$ cat src/rtl/elastic_register_pipe.sv
// Elastic register pipeline: DEPTH valid/data stages with a combinational ready
// chain so empty stages (bubbles) are filled even while the output is stalled.
module elastic_register_pipe #(
    parameter int n     = 32,
    parameter int DEPTH = 2
) (
    input  logic                         clk,
    input  logic                         reset,
    input  logic                         recv_val,
    output logic                         recv_rdy,
    input  logic [n-1:0]                 recv_msg,
    output logic                         send_val,
    input  logic                         send_rdy,
    output logic [n-1:0]                 send_msg,
    input  logic                         flush,
    output logic [$clog2(DEPTH+1)-1:0]   occupancy
);

    localparam int OW = $clog2(DEPTH+1);

    logic [DEPTH-1:0] v;
    logic [n-1:0]     d [DEPTH];
    logic [DEPTH-1:0] rdy;
    logic [DEPTH-1:0] in_val;
    logic [n-1:0]     in_msg [DEPTH];
    logic [OW-1:0]    occ_count;

    // A stage can take new data if it is empty or its successor can take its data.
    always_comb begin
        rdy            = '0;
        rdy[DEPTH-1]   = send_rdy | ~v[DEPTH-1];
        for (int k = DEPTH - 2; k >= 0; k--) begin
            rdy[k] = rdy[k+1] | ~v[k];
        end
    end

    genvar gi;
    generate
        for (gi = 0; gi < DEPTH; gi++) begin : g_stage
            logic         v_reg;
            logic [n-1:0] d_reg;

            if (gi == 0) begin : g_head
                assign in_val[gi] = recv_val;
                assign in_msg[gi] = recv_msg;
            end else begin : g_body
                assign in_val[gi] = v[gi-1];
                assign in_msg[gi] = d[gi-1];
            end

            // A stalled stage (rdy low) keeps both valid and data untouched.
            always_ff @(posedge clk or negedge reset) begin
                if (!reset) begin
                    v_reg <= 1'b0;
                    d_reg <= '0;
                end else if (flush) begin
                    v_reg <= 1'b0;
                end else if (rdy[gi]) begin
                    v_reg <= in_val[gi];
                    if (in_val[gi]) begin
                        d_reg <= in_msg[gi];
                    end
                end
            end

            assign v[gi] = v_reg;
            assign d[gi] = d_reg;
        end
    endgenerate

    always_comb begin
        occ_count = '0;
        for (int k = 0; k < DEPTH; k++) begin
            occ_count = occ_count + OW'(v[k]);
        end
    end

    assign recv_rdy  = rdy[0] & ~flush;
    assign send_val  = v[DEPTH-1] & ~flush;
    assign send_msg  = d[DEPTH-1];
    assign occupancy = occ_count;

endmodule

$ cat config.mk
export PLATFORM = sky130hd
export DESIGN_NAME = elastic_register_pipe
export DESIGN_NICKNAME = d
export VERILOG_FILES = /design/src/rtl/elastic_register_pipe.sv
export SDC_FILE = /design/constraint.sdc
export NUM_CORES = 1
export LEC_CHECK = 0
export CAP_MARGIN = 0
export CORE_MARGIN = 2
export CORE_UTILIZATION = 51
export CTS_CLUSTER_SIZE = 30
export DETAILED_ROUTE_END_ITERATION = 7
export GPL_TIMING_DRIVEN = 0
export PLACE_DENSITY = 0.84
export SLEW_MARGIN = 0
export SYNTH_ARGS = -nofsm -noshare
export SYNTH_HDL_FRONTEND = slang
export SYNTH_SLANG_ARGS = --single-unit
$ cat constraint.sdc
create_clock -name clk -period 3.3 [get_ports clk]
set_input_delay 0.33 -clock clk [delete_from_list [all_inputs] [get_ports clk]]
set_output_delay 0.33 -clock clk [all_outputs]
set_load 0.02 [all_outputs]
# == Yosys cells after proc, flatten, opt, wreduce, memory -nomap -nowiden ==
# Cells that the tools add are included.
# classes
add_sub_neg,1
bitwise_logic,7
n_mux,4
reduce_logical,4
# op_table
operator,count
AND reduction 3 bit,2
2-to-1 mux 1 bit,4
nonzero test 2 bit,2
NOT 1 bit,3
adder 1 x 1 -> 2 bit,1
bitwise AND 1 bit,2
OR 1 bit,2
# word_totals
output_inout_bits,36
ff_bits,66
wordCells,20

# == Logic depth before layout (Yosys ltp) ==
# Gate-level depths: netlist of the first run.
# logic_depth
ltp_word,5
depth_mapped,5
depth_no_buf,3

# == Worst setup path after synthesis of the first run ==
# Ideal clock, no wire load.
# synth_path
kind,reg2reg
from,reg g_stage[0].v_reg
to,reg g_stage[0].d_reg[0]
path_stages_with_launch,6
setup_ns,0.125
required_time_ns,3.175
synth_period_minus_slack_ns,1.622
path_slack_ns,1.678
t_arrival_ns,1.497
cell_sequence,dfrtp_1 > and3b_1 > or3b_1 > buf_6 > buf_12 > mux2_4
# synth_via
elab_chain_cells,3
# synth_rtl
item,line_no,source
start: declaration,40,logic v_reg;
start signal: assignment,59,v_reg <= in_val[gi];
NOT 1 bit,33,rdy[k] = rdy[k+1] | ~v[k];
OR 1 bit,33,
AND reduction 3 bit (no line),--,
end signal: assignment,61,d_reg <= in_msg[gi];
end: declaration,41,logic [n-1:0] d_reg;
# Every way passes these cells.
# A chain may end at the register's enable or synchronous reset.

# == Worst setup path in the final report of the first run ==
# layout_path
from,in send_rdy
to,out recv_rdy
# layout_via
elab_chain_cells,3
# layout_rtl
item,line_no,source
start: declaration,13,"input logic send_rdy,"
OR 1 bit,31,rdy[DEPTH-1] = send_rdy | ~v[DEPTH-1];
OR 1 bit,33,
bitwise AND 1 bit,78,assign recv_rdy = rdy[0] & ~flush;
end: declaration,10,"output logic recv_rdy,"
# Every way passes these cells.

==> results.tsv, run 1 <==
stage	metric	value	unit
status	status	complete, no violations	
critical_path	CP Class	primary input to output port	
cells_and_area	final instance area	3670	sq um
synth	Post-Syn Instances	148	
critical_path	slowest stage cell, crit path	clkdlybuf4s50_1	
floorplan	Die Wd	76.0	um
place	PortBufs	72	
critical_path	Req. time, crit path	2.97	ns
routing	DRT antenna net count	0	
floorplan	die span in y	76.0	um
floorplan	initial core utilization	0.525	
timing	Worst Max-Slew Pin Slew	0.796	ns
clock_tree	# Post-CTS Setup Buffers	0	
synth	Synth cell types	13	
power_and_ir_drop	Switching Fraction	0.267	
cells_and_area	Final Instance Count excl. Fillers	306	
synth	Synth Net Count	186	
place	placed cells	290	
routing	First-pass DRT Iterations	3	
routing	vias per cell	4.89	
synth	EDFF count, synth	0	
cells_and_area	layout cell share with drive strength beyond 1	0.369	
power_and_ir_drop	Pleak	1.66	nW
critical_path	R2R Path End	send_msg[10]$_DFFE_PN0P_	
place	post-place instance area	3450	sq um
place	hpwl dp	3170	um
synth	Synth top area share	0.624	
timing	Slew Viols, Final	0	
timing	Setup Viol. Count Final	0	
critical_path	Reg2Reg Depth	4	
power_and_ir_drop	switching power	0.000673	W
grt	initial antenna violation count	0	
cells_and_area	nets	269	
timing	Slew headroom	0.469	
routing	via count	1495	
timing	worst hold slack	0.0679	ns
grt	vias in the first global route	1641	
timing	fmax	0.494	GHz
clock_tree	TritonCTS buffer count	9	
critical_path	reg2reg start	g_stage[1].v_reg$_DFFE_PN0P_	
power_and_ir_drop	Logic pwr share	0.284	
routing	Remaining DRCs	0	
clock_tree	clock sinks	66	
clock_tree	worst-skew pair later-pin latency	0.34	ns
clock_tree	hold buffer count at CTS	0	
synth	ys flop type	dfrtp_1	
critical_path	CP endpoint kind	output port	
floorplan	die area	5780	sq um
critical_path	crit path launch type	primary input	
clock_tree	clk root buf	clkbuf_8	
critical_path	crit-path max FO	3	
power_and_ir_drop	share of total power in sequential cells	0.430	
critical_path	Crit path top cell by count	clkdlybuf4s50_1	
critical_path	worst reg-to-reg setup slack	1.52	ns
cells_and_area	antenna cell count	0	
power_and_ir_drop	clock power share	0.286	
timing	RSZ-0062 raised after global routing	no	
synth	Commonest cells post-synth	dfrtp_1 (66), mux2_2 (34), mux2_4 (30)	
timing	Fin Clk Skew	0.00750	ns
cells_and_area	post-layout util	0.728	
power_and_ir_drop	total power	0.00252	W
floorplan	Placeable Area	5040	sq um
clock_tree	H-tree depth	3	
routing	Detailed Route Iter0 Violations	65	
synth	Seq/Total Area, Yosys	0.624	
routing	total length of routed wires	4720	um
timing	fin crit share	0.613	
hold_path	HP Class	primary input to asynchronous set/reset pin	
synth	synthesized area per cell	17.9	sq um
synth	Ys Warns	0	
routing	Routed WL per cell	15.4	um
clock_tree	post-CTS sizing	0	
critical_path	crit-path cells	clkdlybuf4s50_1 > and3b_1 > nor2_1 > clkdlybuf4s50_1	
grt	largest net degree at the start of global routing	67	
floorplan	FP Rows	26	
synth	Synth async-reset ratio	1.00	
clock_tree	clock transition at the registers of the reported paths	0.07	ns
critical_path	delay of the slowest critical-path stage	0.61	ns
synth	cell with the most instances after synthesis	dfrtp_1	
power_and_ir_drop	Worst IR Drop VDD	0.000431	V
grt	Overflow after GRT	0	
synth	synthesized cell area	2650	sq um
synth	main area contributors after synthesis	dfrtp_1 (62%), mux2_4 (17%), mux2_2 (14%)	
timing	fin crit period	2.02	ns
power_and_ir_drop	pwr/cell area	686	nW/um^2
power_and_ir_drop	Pint	0.00184	W
flow_run	Max-Cap Viols	0	
critical_path	Worst Path Arrival	1.69	ns
floorplan	# IOs	73	
timing	Final Hold Fails	0	
cells_and_area	FILL cells	336	
synth	#FFs+latches synth	66	
clock_tree	Clock Path Buffers	2	
grt	first-pass GRT wire length	8180	um
synth	Synth area leader	dfrtp_1	
place	GP Congestion	0.695	
grt	Tot GR Track Use	0.186	
clock_tree	CTS tree	done	
cells_and_area	Syn-to-layout area delta	38.6	%
power groups by stage:
stage	Combinational (W)	Sequential, W	Clock [W]
detailed placement	0.000721	0.00110	0
CTS	0.000724	0.00108	0.000741
global route	0.000754	0.00111	0.000766
global placement	0.000710	0.00109	0
floorplan	0.000231	0.00123	0
finish	0.000714	0.00108	0.000720
cells by family after synthesis:
| group | count (synthesis) | share of synthesized area |
|---|---|---|
| fa+ha+maj | 1 | 0.00473 |
| buf+inv | 7 | 0.0326 |
| flops | 66 | 0.624 |
| mux | 64 | 0.315 |
| simple gates | 10 | 0.0236 |
per-stage QoR:
step / setup TNS (ns) / setup slack (ns)
after floorplan: 0 / 1.68
after global placement: -13.01 / -0.201
after detailed placement: 0 / 1.09
after CTS: 0 / 1.27
after global routing: 0 / 1.19
final: 0 / 1.28
final cells by class:
cell class              count  area, sq um  share of cell area
plain buffers               7         86.3              0.0235
clock inverters             1         30.0             0.00819
flip-flops and latches     66         1650               0.450
repair buffers             72          718               0.196
clock buffers              15          186              0.0508
multi-input cells          75          908               0.248
well taps                  70         87.6              0.0239
worst max-delay path: cells and delay by family:
family	cells	cell delay [ns]
and+or+nand+nor	2	0.30
buffers and inverters	2	1.07
routing by layer:
| layer | vias to the layer above | part of all wire | GRT usage | wire [um] |
|---|---|---|---|---|
| li1 | 682 | - | - | - |
| met1 | 753 | 0.44 | 0.230 | 2070 |
| met2 | 51 | 0.47 | 0.292 | 2220 |
| met3 | 9 | 0.071 | 0.0675 | 335 |
| met4 | 0 | 0.020 | 0.0873 | 93 |
| met5 | - | 0 | 0 | 0 |
placed cells by master, fill, tap and decap left out:
cell / instances
buf_4: 1
or3b_1: 1
bufinv_16: 1
nor2b_1: 1
mux2_4: 30
clkbuf_8: 13
clkdlybuf4s50_1: 71
nor2_1: 5
buf_6: 1
mux2_2: 34
buf_2: 3
nor3b_2: 1
clkbuf_1: 2
and3b_1: 1
dfrtp_1: 66
buf_12: 3
and2b_1: 1
ha_1: 1
how the worst max path moves through the flow:
stage / from / to / slack, ns / cells past startpoint
floorplan: g_stage[0].v_reg$_DFFE_PN0P_ / g_stage[0].d_reg[0]$_DFFE_PN0P_ / 1.68 / 5
global placement: reset / g_stage[1].v_reg$_DFFE_PN0P_ / -0.20 / 1
detailed placement: send_rdy / send_msg[28]$_DFFE_PN0P_ / 1.09 / 5
CTS: send_rdy / recv_rdy / 1.27 / 4
global route: send_rdy / recv_rdy / 1.19 / 4
finish: send_rdy / recv_rdy / 1.28 / 4
Power figures use the tool's default switching activity.
==> run 2: changes to the inputs <==
Settings changed: CORE_UTILIZATION 51 to 43, PLACE_DENSITY 0.84 to 0.76.
Clock period 3.3 ns to 1.7 ns, I/O delays scaled along.
==> results.tsv, run 2 (synthesis gave the netlist of run 1 again) <==
stage	metric	value	unit
grt	initial antenna violation count	0	
routing	DRT antenna net count	0	
hold_path	Worst Hold Path EP	g_stage[0].d_reg[1]$_DFFE_PN0P_	
clock_tree	TritonCTS buffer count	9	
grt	largest net degree at the start of global routing	67	
critical_path	CP endpoint kind	flip-flop	
grt	first-pass GRT wire length	7550	um
cells_and_area	final instance area	3750	sq um
status	status	complete, but fails checks	
power_and_ir_drop	Logic pwr share	0.279	
hold_path	hold depth	2	
clock_tree	CTS tree	done	
clock_tree	worst-skew pair later-pin latency	0.33	ns
hold_path	HP Class	primary input to flip-flop	
routing	Detailed Route Iter0 Violations	39	
timing	Final WS setup	-0.0178	ns
power_and_ir_drop	pwr/cell area	1340	nW/um^2
critical_path	R2R Path End	g_stage[0].d_reg[12]$_DFFE_PN0P_	
routing	total length of routed wires	4840	um
flow_run	Max-Cap Viols	0	
cells_and_area	most frequent cells in the layout	clkdlybuf4s50_1 (68), dfrtp_1 (66), mux2_2 (34)	
grt	Overflow after GRT	0	
cells_and_area	layout cell share with drive strength beyond 1	0.383	
timing	fmax	0.582	GHz
place	post-place instance area	3460	sq um
routing	vias per cell	4.79	
critical_path	Worst Path Arrival	1.92	ns
power_and_ir_drop	total power	0.00501	W
routing	via count	1508	
place	hpwl dp	3290	um
timing	Fin Clk Skew	0.00989	ns
floorplan	initial core utilization	0.447	
critical_path	worst reg-to-reg setup slack	-0.02	ns
clock_tree	clock transition at the registers of the reported paths	0.07	ns
timing	Final Hold Fails	0	
status	failing checks	negative setup slack	
timing	Worst Max-Slew Pin Slew	0.794	ns
power_and_ir_drop	clock power share	0.301	
floorplan	Placeable Area	5920	sq um
cells_and_area	Syn-to-layout area delta	41.6	%
clock_tree	clock sinks	66	
timing	fin crit share	1.01	
floorplan	die area	6800	sq um
floorplan	FP Rows	28	
timing	fin crit period	1.72	ns
power_and_ir_drop	share of total power in sequential cells	0.420	
cells_and_area	most common cell after layout, fill and taps aside	clkdlybuf4s50_1	
grt	Tot GR Track Use	0.155	
place	GP Congestion	0.721	
critical_path	crit-path leading delay family	simple AND/OR/NAND/NOR gates	
timing	RSZ-0062 raised after global routing	yes	
cells_and_area	antenna cell count	0	
cells_and_area	nets	273	
place	pre-CTS setup slack	-0.371	ns
power_and_ir_drop	switching power	0.00132	W
routing	First-pass DRT Iterations	4	
clock_tree	Clock Path Buffers	2	
critical_path	crit-path max FO	10	
floorplan	die span in y	82.5	um
critical_path	delay of the slowest critical-path stage	0.40	ns
place	placed cells	295	
power_and_ir_drop	Pleak	1.72	nW
place	PortBufs	72	
floorplan	Die Wd	82.5	um
floorplan	# IOs	73	
timing	Setup Viol. Count Final	20	
routing	Routed WL per cell	15.4	um
critical_path	Req. time, crit path	1.91	ns
power_and_ir_drop	Pint	0.00369	W
critical_path	crit-path cells	and3b_1 > or3b_1 > buf_6 > buf_12 > mux2_4	
critical_path	crit path launch type	flip-flop	
power_and_ir_drop	Switching Fraction	0.264	
critical_path	Reg2Reg Depth	5	
timing	Slew Viols, Final	0	
critical_path	slowest stage cell, crit path	dfrtp_1	
routing	Remaining DRCs	0	
critical_path	crit path buf inv count	2	
critical_path	reg2reg start	g_stage[0].v_reg$_DFFE_PN0P_	
hold_path	min-delay src	recv_msg[1]	
power_and_ir_drop	Worst IR Drop VDD	0.000668	V
grt	vias in the first global route	1557	
critical_path	CP Class	flip-flop to flip-flop	
cells_and_area	Final Instance Count excl. Fillers	315	
clock_tree	H-tree depth	3	
timing	Slew headroom	0.470	
clock_tree	clk root buf	clkbuf_8	
[run 2: cell types whose count changed in the layout (fill, tap and decap cells not counted), moves of 2 or more]
cell             previous run  this run
clkbuf_1                    2         0
dlygate4sd2_1               0         2
buf_2                       3         0
buf_4                       1         6
clkdlybuf4s50_1            71        68
[run 2: per-stage QoR]
stage                     utilization  hold slack, ns  TNS (ns)
after global placement          0.585           0.483   -126.94
final                           0.633           0.446    -0.124
after floorplan                     -          -0.126         0
after global routing            0.633           0.439     -2.63
after CTS                       0.629           0.431    -0.568
after detailed placement        0.584           0.314    -18.29
[run 2: metal layers]
metal,track usage,vias up,wire length [um]
li1,-,691,-
met2,0.240,49,2320
met1,0.195,759,2120
met3,0.0457,9,310
met5,0,-,0
met4,0.0850,0,88
[run 2: worst reg2reg max path: stages (launching register included)]
cell and delay, ns:
dfrtp_1 0.40, and3b_1 0.21, or3b_1 0.37, buf_6 0.16, buf_12 0.15, mux2_4 0.30
[run 2: worst max path at each step]
stage / from / endpoint / cells past startpoint
floorplan: g_stage[0].v_reg$_DFFE_PN0P_ / g_stage[0].d_reg[0]$_DFFE_PN0P_ / 5
global placement: reset / send_msg[1]$_DFFE_PN0P_ / 1
detailed placement: send_rdy / send_msg[27]$_DFFE_PN0P_ / 5
CTS: g_stage[0].v_reg$_DFFE_PN0P_ / g_stage[0].d_reg[12]$_DFFE_PN0P_ / 5
global route: g_stage[1].v_reg$_DFFE_PN0P_ / send_msg[23]$_DFFE_PN0P_ / 4
finish: g_stage[0].v_reg$_DFFE_PN0P_ / g_stage[0].d_reg[12]$_DFFE_PN0P_ / 5
[run 2: power by group through the flow]
stage / Combinational, W / Clock (W) / Sequential [W]
detailed placement: 0.00140 / 0 / 0.00213
floorplan: 0.000448 / 0 / 0.00239
CTS: 0.00142 / 0.00154 / 0.00211
global route: 0.00149 / 0.00161 / 0.00215
finish: 0.00140 / 0.00151 / 0.00210
global placement: 0.00138 / 0 / 0.00212
[run 2: timing repair]
item / CTS / global route
gates resized for setup: 6 / 2
setup buffers: 1 / 2
endpoints found under the hold margin: 66 / 0
hold buffers: 1 / 0
endpoints found under the setup margin: 62 / 61
cloned: 0 / 0
pin swaps: 0 / 1
[run 2: cell type report]
type / count / area [sq um]
clock buffer: 12 / 165
clock inverter: 4 / 72.6
sequential: 66 / 1650
tap: 75 / 93.8
fill: 439 / 2170
buffer: 7 / 97.6
timing repair buffer: 76 / 751
multi-input combinational: 75 / 915
==> run 3: changes to the inputs <==
Settings changed: CTS_CLUSTER_DIAMETER set to 120.
Clock period 1.7 ns to 1.45 ns, I/O delays scaled along.
==> results.tsv, run 3 (synthesis gave the netlist of run 1 again) <==
stage	metric	value	unit
clock_tree	worst-skew pair later-pin latency	0.33	ns
place	GP Congestion	0.703	
routing	total length of routed wires	5490	um
timing	fin crit share	1.16	
floorplan	Placeable Area	5920	sq um
cells_and_area	most frequent cells in the layout	dfrtp_1 (66), mux2_4 (62), clkdlybuf4s50_1 (36)	
cells_and_area	most common cell after layout, fill and taps aside	dfrtp_1	
timing	Slew Viols, Final	0	
status	status	complete, but fails checks	
critical_path	CP endpoint kind	flip-flop	
critical_path	crit-path cells	and3b_1 > or3b_1 > buf_6 > buf_12 > mux2_4	
clock_tree	H-tree depth	3	
critical_path	Req. time, crit path	1.67	ns
cells_and_area	antenna cell count	0	
routing	Detailed Route Iter0 Violations	45	
timing	Final Hold Fails	0	
critical_path	Worst Path Arrival	1.90	ns
critical_path	crit path launch type	flip-flop	
critical_path	crit path buf inv count	2	
power_and_ir_drop	total power	0.00553	W
routing	Routed WL per cell	16.9	um
grt	Tot GR Track Use	0.176	
floorplan	# IOs	73	
critical_path	slowest stage cell, crit path	dfrtp_1	
floorplan	initial core utilization	0.447	
clock_tree	Clock Path Buffers	2	
timing	Slew headroom	0.464	
place	PortBufs	72	
routing	First-pass DRT Iterations	2	
floorplan	Die Wd	82.5	um
floorplan	die span in y	82.5	um
hold_path	HP Class	primary input to flip-flop	
timing	Worst Max-Slew Pin Slew	0.805	ns
power_and_ir_drop	Pleak	1.97	nW
timing	fin crit period	1.69	ns
timing	fmax	0.593	GHz
clock_tree	CTS tree	done	
routing	vias per cell	4.74	
status	failing checks	negative setup slack	
routing	DRT antenna net count	0	
grt	vias in the first global route	1652	
clock_tree	clk root buf	clkbuf_8	
critical_path	crit-path max FO	10	
place	hpwl dp	3360	um
power_and_ir_drop	pwr/cell area	1390	nW/um^2
critical_path	worst reg-to-reg setup slack	-0.24	ns
timing	Setup Viol. Count Final	64	
critical_path	delay of the slowest critical-path stage	0.40	ns
cells_and_area	layout cell share with drive strength beyond 1	0.432	
routing	Remaining DRCs	0	
timing	Fin Clk Skew	0.00563	ns
grt	initial antenna violation count	0	
timing	worst hold slack	0.425	ns
routing	via count	1541	
grt	largest net degree at the start of global routing	67	
grt	first-pass GRT wire length	8490	um
timing	RSZ-0062 raised after global routing	yes	
clock_tree	clock transition at the registers of the reported paths	0.07	ns
critical_path	CP Class	flip-flop to flip-flop	
floorplan	die area	6800	sq um
power_and_ir_drop	Worst IR Drop VDD	0.000796	V
clock_tree	TritonCTS buffer count	9	
timing	Final WS setup	-0.238	ns
cells_and_area	Syn-to-layout area delta	50.8	%
grt	Overflow after GRT	0	
cells_and_area	nets	283	
flow_run	Max-Cap Viols	0	
place	pre-CTS setup slack	-0.458	ns
critical_path	crit-path leading delay family	simple AND/OR/NAND/NOR gates	
clock_tree	clock sinks	66	
floorplan	FP Rows	28	
-- run 3: worst paths after layout --
| kind | to | depth (start not counted) | startpoint |
|---|---|---|---|
| setup / recovery | g_stage[0].d_reg[13]$_DFFE_PN0P_ | 5 | g_stage[0].v_reg$_DFFE_PN0P_ |
| hold / removal | g_stage[0].d_reg[9]$_DFFE_PN0P_ | 2 | recv_msg[9] |
| setup reg to reg | g_stage[0].d_reg[13]$_DFFE_PN0P_ | 5 | g_stage[0].v_reg$_DFFE_PN0P_ |
| hold reg to reg | send_msg[26]$_DFFE_PN0P_ | 1 | g_stage[0].d_reg[26]$_DFFE_PN0P_ |
| max in group asynchronous | g_stage[0].d_reg[29]$_DFFE_PN0P_ | 2 | reset |
| min in group asynchronous | g_stage[0].d_reg[5]$_DFFE_PN0P_ | 2 | reset |
-- run 3: cell type report --
| type | instances | area [sq um] |
|---|---|---|
| Buffer | 7 | 131 |
| Clock buffer | 11 | 141 |
| Clock inverter | 5 | 30.0 |
| Fill cell | 442 | 1930 |
| Multi-Input combinational cell | 75 | 1060 |
| Sequential cell | 66 | 1650 |
| Tap cell | 75 | 93.8 |
| Timing Repair Buffer | 86 | 886 |
-- run 3: per-stage QoR --
stage	utilization	setup TNS, ns	instance area (sq um)	std cells
floorplan	-	-6.64	2780	148
global placement	0.608	-153.80	3600	295
detailed placement	0.607	-28.30	3600	295
CTS	0.666	-10.10	3940	324
global route	0.674	-14.45	3990	325
finish	0.674	-11.14	3990	325
-- run 3: per-layer routing --
layer / up-vias / wire length, um / global-route usage
li1: 707 / - / -
met4: 0 / 107 / 0.0900
met1: 782 / 2500 / 0.235
met3: 9 / 254 / 0.0402
met2: 43 / 2620 / 0.269
met5: - / 0 / 0
-- run 3: power by group --
| part | internal, W | switching, W |
|---|---|---|
| sequential | 0.00225 | 0.000240 |
| clock | 0.000658 | 0.000676 |
| combinational | 0.00100 | 0.000698 |
-- run 3: what timing repair did --
action,4_1_cts,5_1_grt
pin swaps,2,0
cloned,2,1
endpoints found under the setup margin,90,75
gates resized for setup,52,18
hold buffers,1,0
endpoints found under the hold margin,66,0
buffers inserted,10,3
